$ cat src/rtl/washer_motor_drv.sv
// washer_motor_drv
// ----------------
// Motor drive stage that sits after the washer controller and protects the
// motor and its H-bridge. It turns the controller's forward/reverse requests
// into two PWM gate signals that are never high together. It also adds:
//   - a soft-start duty ramp,
//   - a dead-time gap on every stop or reversal,
//   - a fault lock-out when both directions are requested at once.
//
// Ports:
//   clk        in   system clock, rising-edge active
//   rst        in   asynchronous active-low reset
//   zheng      in   forward-rotation request (level)
//   fan        in   reverse-rotation request (level)
//   emergency  in   emergency stop (level, highest priority)
//   mot_fwd    out  forward bridge gate (PWM)
//   mot_rev    out  reverse bridge gate (PWM)
//   running    out  high while at full duty (RUN)
//   fault      out  high while locked out (FAULT)
//   duty       out  current duty value
//   st         out  state code: IDLE=0 RAMP=1 RUN=2 DEAD=3 FAULT=4
module washer_motor_drv #(
    parameter int PWM_W     = 4,
    parameter int RAMP_DIV  = 2,
    parameter int RAMP_INC  = 4,
    parameter int DEAD_TIME = 4
) (
    input  logic             clk,
    input  logic             rst,
    input  logic             zheng,
    input  logic             fan,
    input  logic             emergency,
    output logic             mot_fwd,
    output logic             mot_rev,
    output logic             running,
    output logic             fault,
    output logic [PWM_W-1:0] duty,
    output logic [2:0]       st
);

    typedef enum logic [2:0] {
        IDLE  = 3'd0,
        RAMP  = 3'd1,
        RUN   = 3'd2,
        DEAD  = 3'd3,
        FAULT = 3'd4
    } state_t;

    localparam int DIV_W  = (RAMP_DIV > 1) ? $clog2(RAMP_DIV) : 1;
    localparam int DEAD_W = $clog2(DEAD_TIME + 1);

    localparam logic [PWM_W-1:0]  DMAX      = {PWM_W{1'b1}};
    localparam logic [DIV_W-1:0]  DIV_LAST  = DIV_W'(RAMP_DIV - 1);
    localparam logic [DEAD_W-1:0] DEAD_LOAD = DEAD_W'(DEAD_TIME);
    localparam logic [PWM_W:0]    INC       = (PWM_W + 1)'(RAMP_INC);

    state_t             state_q, state_d;
    logic [PWM_W-1:0]   duty_q, duty_d;
    logic [PWM_W-1:0]   cnt_q;
    logic               dir_q, dir_d;
    logic [DIV_W-1:0]   div_q, div_d;
    logic [DEAD_W-1:0]  dead_q, dead_d;

    logic [PWM_W:0]     rampSum;
    logic [PWM_W-1:0]   rampNext;
    logic               stopReq;
    logic               pwm;
    logic               driving;

    // State register plus the free-running PWM counter. Reset clears
    // everything at once, so the gates drop without a dead-time gap.
    always_ff @(posedge clk or negedge rst) begin
        if (!rst) begin
            state_q <= IDLE;
            duty_q  <= '0;
            cnt_q   <= '0;
            dir_q   <= 1'b0;
            div_q   <= '0;
            dead_q  <= '0;
        end else begin
            state_q <= state_d;
            duty_q  <= duty_d;
            cnt_q   <= cnt_q + PWM_W'(1);
            dir_q   <= dir_d;
            div_q   <= div_d;
            dead_q  <= dead_d;
        end
    end

    // The ramp sum is one bit wider than the duty so that overflow shows up
    // as a value above DMAX and can be clamped instead of wrapping.
    assign rampSum  = {1'b0, duty_q} + INC;
    assign rampNext = (rampSum > {1'b0, DMAX}) ? DMAX : rampSum[PWM_W-1:0];

    // Leave RAMP/RUN when the latched direction's request drops or the
    // opposite direction starts asking.
    assign stopReq  = dir_q ? (!fan || zheng) : (!zheng || fan);

    // Next-state logic. Emergency beats the both-high fault, and both of
    // them beat the per-state rules. A ramp step that coincides with a stop
    // is discarded, because the stop branch overrides the duty update.
    always_comb begin
        state_d = state_q;
        duty_d  = duty_q;
        dir_d   = dir_q;
        div_d   = div_q;
        dead_d  = dead_q;
        if (emergency) begin
            duty_d = '0;
            if (state_q != FAULT) begin
                state_d = DEAD;
                dead_d  = DEAD_LOAD;
            end
        end else if (zheng && fan) begin
            state_d = FAULT;
            duty_d  = '0;
        end else begin
            case (state_q)
                IDLE: begin
                    duty_d = '0;
                    if (zheng ^ fan) begin
                        dir_d   = fan;
                        state_d = RAMP;
                        div_d   = '0;
                    end
                end
                RAMP: begin
                    if (stopReq) begin
                        state_d = DEAD;
                        duty_d  = '0;
                        dead_d  = DEAD_LOAD;
                    end else if (div_q == DIV_LAST) begin
                        div_d  = '0;
                        duty_d = rampNext;
                        if (rampNext == DMAX) begin
                            state_d = RUN;
                        end
                    end else begin
                        div_d = div_q + DIV_W'(1);
                    end
                end
                RUN: begin
                    duty_d = DMAX;
                    if (stopReq) begin
                        state_d = DEAD;
                        duty_d  = '0;
                        dead_d  = DEAD_LOAD;
                    end
                end
                DEAD: begin
                    // The counter is loaded with DEAD_TIME on entry, so
                    // leaving on the edge where it reads 1 gives exactly
                    // DEAD_TIME cycles in DEAD.
                    duty_d = '0;
                    if (dead_q <= DEAD_W'(1)) begin
                        state_d = IDLE;
                        dead_d  = '0;
                    end else begin
                        dead_d = dead_q - DEAD_W'(1);
                    end
                end
                FAULT: begin
                    duty_d = '0;
                    state_d = DEAD;
                    dead_d  = DEAD_LOAD;
                end
                default: begin
                    state_d = IDLE;
                    duty_d  = '0;
                end
            endcase
        end
    end

    // Output decode. These outputs come from registers only, so an input
    // change cannot glitch a gate. Full duty forces the gate high for the
    // whole period. Without that, the counter reaching DMAX would cut one
    // cycle low in every period.
    always_comb begin
        pwm     = (duty_q == DMAX) || (cnt_q < duty_q);
        driving = (state_q == RAMP) || (state_q == RUN);
        mot_fwd = pwm && driving && !dir_q;
        mot_rev = pwm && driving && dir_q;
        running = (state_q == RUN);
        fault   = (state_q == FAULT);
        duty    = duty_q;
        st      = state_q;
    end

endmodule

$ cat config.mk
export PLATFORM = sky130hd
export DESIGN_NAME = washer_motor_drv
export DESIGN_NICKNAME = d
export VERILOG_FILES = /design/src/rtl/washer_motor_drv.sv
export SDC_FILE = /design/constraint.sdc
export NUM_CORES = 1
export LEC_CHECK = 0
export ABC_CLOCK_PERIOD_IN_PS = 2500
export BUFFER_PORTS_ARGS = -buffer_cell sky130_fd_sc_hd__clkbuf_2
export CORE_MARGIN = 2
export CORE_UTILIZATION = 56
export CTS_CLUSTER_DIAMETER = 100
export DETAILED_ROUTE_END_ITERATION = 6
export PLACE_DENSITY = 0.8
export SETUP_SLACK_MARGIN = 0.1
export SLEW_MARGIN = 30
export SYNTH_ARGS = -nofsm -noshare
export SYNTH_HDL_FRONTEND = slang
export SYNTH_SLANG_ARGS = --single-unit
$ cat constraint.sdc
create_clock -name clk -period 2.5 [get_ports clk]
set_clock_uncertainty 0.2 [all_clocks]
set_input_delay 0 -clock clk [delete_from_list [all_inputs] [get_ports clk]]
set_output_delay 0 -clock clk [all_outputs]
set_load 0.02 [all_outputs]
==> results by stage <==
Outcome:
- The flow ran to the end, and the final reports show no timing, DRC or antenna violations.

Setup path:
- In this run the critical register-to-register path is launched from duty[2].
- The worst register-to-register path has a depth of 7.
- The worst setup path is launched from a flop.
- The critical path start-end classification is reg -> out.
- Among cell families on the critical path, the largest total delay comes from simple AND/OR/NAND/NOR gates.
- The capture instance of the worst register-to-register path is st[1].
- The kind of end point of the critical path is an output port.
- The number of buffer and inverter instances along the worst setup path is 1.
- For the worst setup path, the data arrival time is 2.07 ns.
- The worst setup slack for register-to-register paths is 0.27 ns.
- Walking the worst path, the cells encountered are or2b_2 > a21oi_1 > nand2_1 > a31oi_1 > nor2b_1 > clkbuf_2.
- The largest single stage delay on the critical path is 0.52 ns.
- For the worst setup path, the data required time is 2.30 ns.
- For this design, the slowest cell found on the critical path is sky130_fd_sc_hd__dfrtp_2.
- In this run the worst path has a maximum fanout of 16.

Power:
- The share of total power dissipated in the clock network is 14.1%.
- Net switching is 41.56% of the power.
- In this run the power spent charging and discharging nets is 0.3941 mW.
- The worst supply voltage drop on vdd is 599.3 uV.
- The analysis attributes to cell leakage a power of 0.5920 nW.
- The fraction of power consumed by combinational cells is 43.1%.
- The power density normalized to cell area is 739.4 nW/um2.
- Cell internal power was estimated by the tool at 0.5542 mW.
- Of the total power, registers draw 42.9%.

Synth:
- The cell count after synthesis came out at 119.
- Each instance of the synthesized netlist takes up on average 9.526 um2.
- The simple-gate share of the synthesized area is 19.65%.
- Counting distinct cell types in the post-synthesis netlist gives 44.
- Of the total synthesized cell area, the portion taken by full adders, half adders and majority gates is 11.92%.
- The number of enable flip-flop cells after synthesis is 0.
- The synthesized netlist net count is 134.
- The area share of xor/xnor cells in the synthesized design is 1.545%.
- The Yosys step of the flow raised 0 warnings.
- After synthesis the netlist holds a flip-flop and latch count of 16.
- The main combinational cell family by area after synthesis is compound AO/OA/AOI/OAI gates.
- The share of the yosys chip area belonging to registers is 35.32%.
- The multiplexer area fraction after synthesis is 3.974%.
- The leading register cell type out of synthesis is sky130_fd_sc_hd__dfrtp_1.
- For this run, asynchronously set or reset flops after synthesis account for 100.0%.
- The mapped cell area is 1134 um2.
- The fraction of the mapped netlist area in compound gates is 20.53%.

Worst hold path:
- The min-delay analysis places its worst path in the category in -> reg.
- The worst hold path begins at zheng.
- The worst hold path passes through 3 cells.
- The path with the worst hold slack has its endpoint at st[2].

Global routing:
- The met3 routing resource usage after global routing is 5.521%.
- The number of antenna violations at the first check in global routing is 0.
- The global-route wire length before repair is 4071 um.
- The global route total overflow is 0.
- The global-route total usage across every layer is 21.64%.
- The met2 capacity usage during global routing is 37.21%.
- Entering global routing, the biggest net connects 17 pins.
- The layer flagged by global routing as most heavily used is met2.
- In the global route stage, met1 resource usage came out at 27.78%.
- The number of global-route vias before repair is 945.

Floorplanning:
- From bottom edge to top edge, the die measures 48.99 um.
- Measured along the x axis, the die boundary spans 48.99 um.
- In this run the core area contains 16 standard-cell rows.
- Pin placement for this block handled 16 I/O pins.
- The floorplan step defined a die boundary enclosing 2400 um2.
- The area of the core region is 1942 um2.
- The starting utilization of the core area is 58.38%.

Clock network:
- The number of clock sinks is 16.
- CTS built an H-tree with a depth of 1.
- After clock tree synthesis, the clock-pin slew on the worst setup and hold paths is 0.09 ns.
- Counting the buffers created by CTS gives 3.
- The buffer levels on the longest clock path is 2.
- The latest clock arrival within the worst-skew pair is 0.29 ns.
- Post-CTS timing repair inserted 0 buffers for setup.
- The CTS root buffer is sky130_fd_sc_hd__clkbuf_4.
- TritonCTS built the clock tree.

STA:
- The transition at the pin with the smallest max-transition slack is 0.7164 ns.
- The total negative setup slack is 0 ns.
- The worst path uses 90.62% of the clock period.
- The count of endpoints failing setup in the final report is 0.
- The count of pins over their slew limit came to 0.
- Static timing analysis puts the maximum clock frequency at 441.4 MHz.
- Final hold analysis gives a worst-case slack of 0.1039 ns.
- The final-report hold violation count was 0.
- Setup repair after global routing could not meet its margin everywhere.
- The relative slew slack is 52.08%.
- The final critical delay including setup and external delays is 2.266 ns.

Flow run:
- The number of max-cap violations is 0.

Placed design:
- Summed over all nets, the half-perimeter wirelength after detailed placement is 1701 um.
- Once placement finished, the instance area stood at 1211 um2.
- The routability-driven placement congestion ratio is 0.8409.
- During placement, the flow inserted port buffers numbering 15.
- The number of placed instances, taps included, is 157.

Cells and area:
- In the layout the commonest cells are sky130_fd_sc_hd__clkbuf_2, sky130_fd_sc_hd__dfrtp_1, sky130_fd_sc_hd__inv_1.
- The final layout contains 154 nets.
- The most common cell after layout, fill and taps aside is sky130_fd_sc_hd__clkbuf_2.
- The area growth from synthesis to layout is 13.13%.
- The area of the multi-input gates is 659.4 um2.
- In the final layout, the share of cells above drive strength 1 is 24.09%.
- Cells fill 66.04% of the core in the end.
- For this run, the number of standard cells in the final layout without fillers is 164.
- The fill cell instance count of the final layout is 166.
- The diode insertion count for antenna repair is 0.
- The finished cells cover 1282 um2.
- Summing all flip-flop and latch instances after layout gives 402.9 um2.

Routing:
- In this run, the number of DRC markers left after iteration 0 of detailed routing was 19.
- The wire length reported by the detailed router is 2272 um.
- The first-pass detailed-route iteration total is 5.
- The DRC violation count after routing is 0.
- The detailed router placed 972 vias in this run.
- The detailed-route vias per instance is 5.927.
- The post-route antenna net violation count is 0.
- The post-detailed-route wirelength per cell is 13.85 um.
==> state kept, by name, indices dropped and copies added (netlist names) <==
register  count
cnt_q         4
duty          4
dead_q        3
st            3
dir_q         1
div_q         1
==> worst max-delay path by stage <==
| stage | start | end | depth (start not counted) |
|---|---|---|---|
| 2_1_floorplan | duty[2] | st[1] | 7 |
| 3_5_place_dp | duty[2] | st[0] | 7 |
| 3_3_place_gp | duty[2] | st[1] | 7 |
| 5_1_grt | st[1] | mot_fwd | 6 |
| 6_report | st[1] | mot_fwd | 6 |
| 4_1_cts | st[1] | mot_fwd | 6 |
==> worst min-delay path: cells and delay by family <==
kind	cells	cell delay, ns
adders and majority gates	1	0.27
buffers and inverters	1	0.11
muxes	1	0.19
==> per-stage QoR <==
| stage | total power [mW] | setup WS (ns) |
|---|---|---|
| CTS | 0.9464 | 0.1530 |
| finish | 0.9483 | 0.2345 |
| global placement | 0.7831 | 0.4681 |
| floorplan | 0.7140 | 0.4021 |
| global route | 1.020 | 0.09378 |
| detailed placement | 0.8046 | 0.3227 |
==> repair_timing <==
| action | CTS | global route |
|---|---|---|
| endpoints found under the setup margin | 0 | 4 |
| hold endpoints to repair | 21 | 0 |
| resized for setup | 0 | 3 |
| hold buffers | 4 | 0 |
==> synth_stat cells (3+ instances only) <==
cell type	instances	area, um2
sky130_fd_sc_hd__nand2_1	6	22.52
sky130_fd_sc_hd__nor2_1	8	30.03
sky130_fd_sc_hd__a21oi_1	8	40.04
sky130_fd_sc_hd__ha_1	10	125.1
sky130_fd_sc_hd__nor2b_1	3	18.77
sky130_fd_sc_hd__inv_1	13	48.80
sky130_fd_sc_hd__dfrtp_1	16	400.4
sky130_fd_sc_hd__o21a_1	3	22.52
sky130_fd_sc_hd__or2_2	3	18.77
==> power by group through the flow <==
stage / registers, mW / logic, mW / clock network (mW)
after floorplan: 0.380 / 0.334 / 0
after global placement: 0.405 / 0.378 / 0
after detailed placement: 0.406 / 0.398 / 0
after CTS: 0.401 / 0.409 / 0.136
after global routing: 0.423 / 0.452 / 0.145
final: 0.407 / 0.408 / 0.133
==> cells by family (layout without fill, tap and decap cells) <==
logic type	Yosys count	after routing
xor+xnor	2	2
compound gates	32	32
flops	16	16
fa+ha+maj	11	11
mux	3	3
buf+inv	17	35
simple gates	38	38
==> metal layers <==
layer	wire, um	up-vias
li1	-	462
met3	104	6
met2	1196	36
met5	0	-
met4	22	0
met1	949	468
==> final cells by class <==
class | instances | share of cell area (%)
repair buffers | 19 | 8.976
inverters | 13 | 3.805
multi-input cells | 86 | 51.41
well taps | 27 | 2.634
flip-flops and latches | 16 | 31.41
clock buffers | 3 | 1.756
Power figures use the tool's default switching activity.
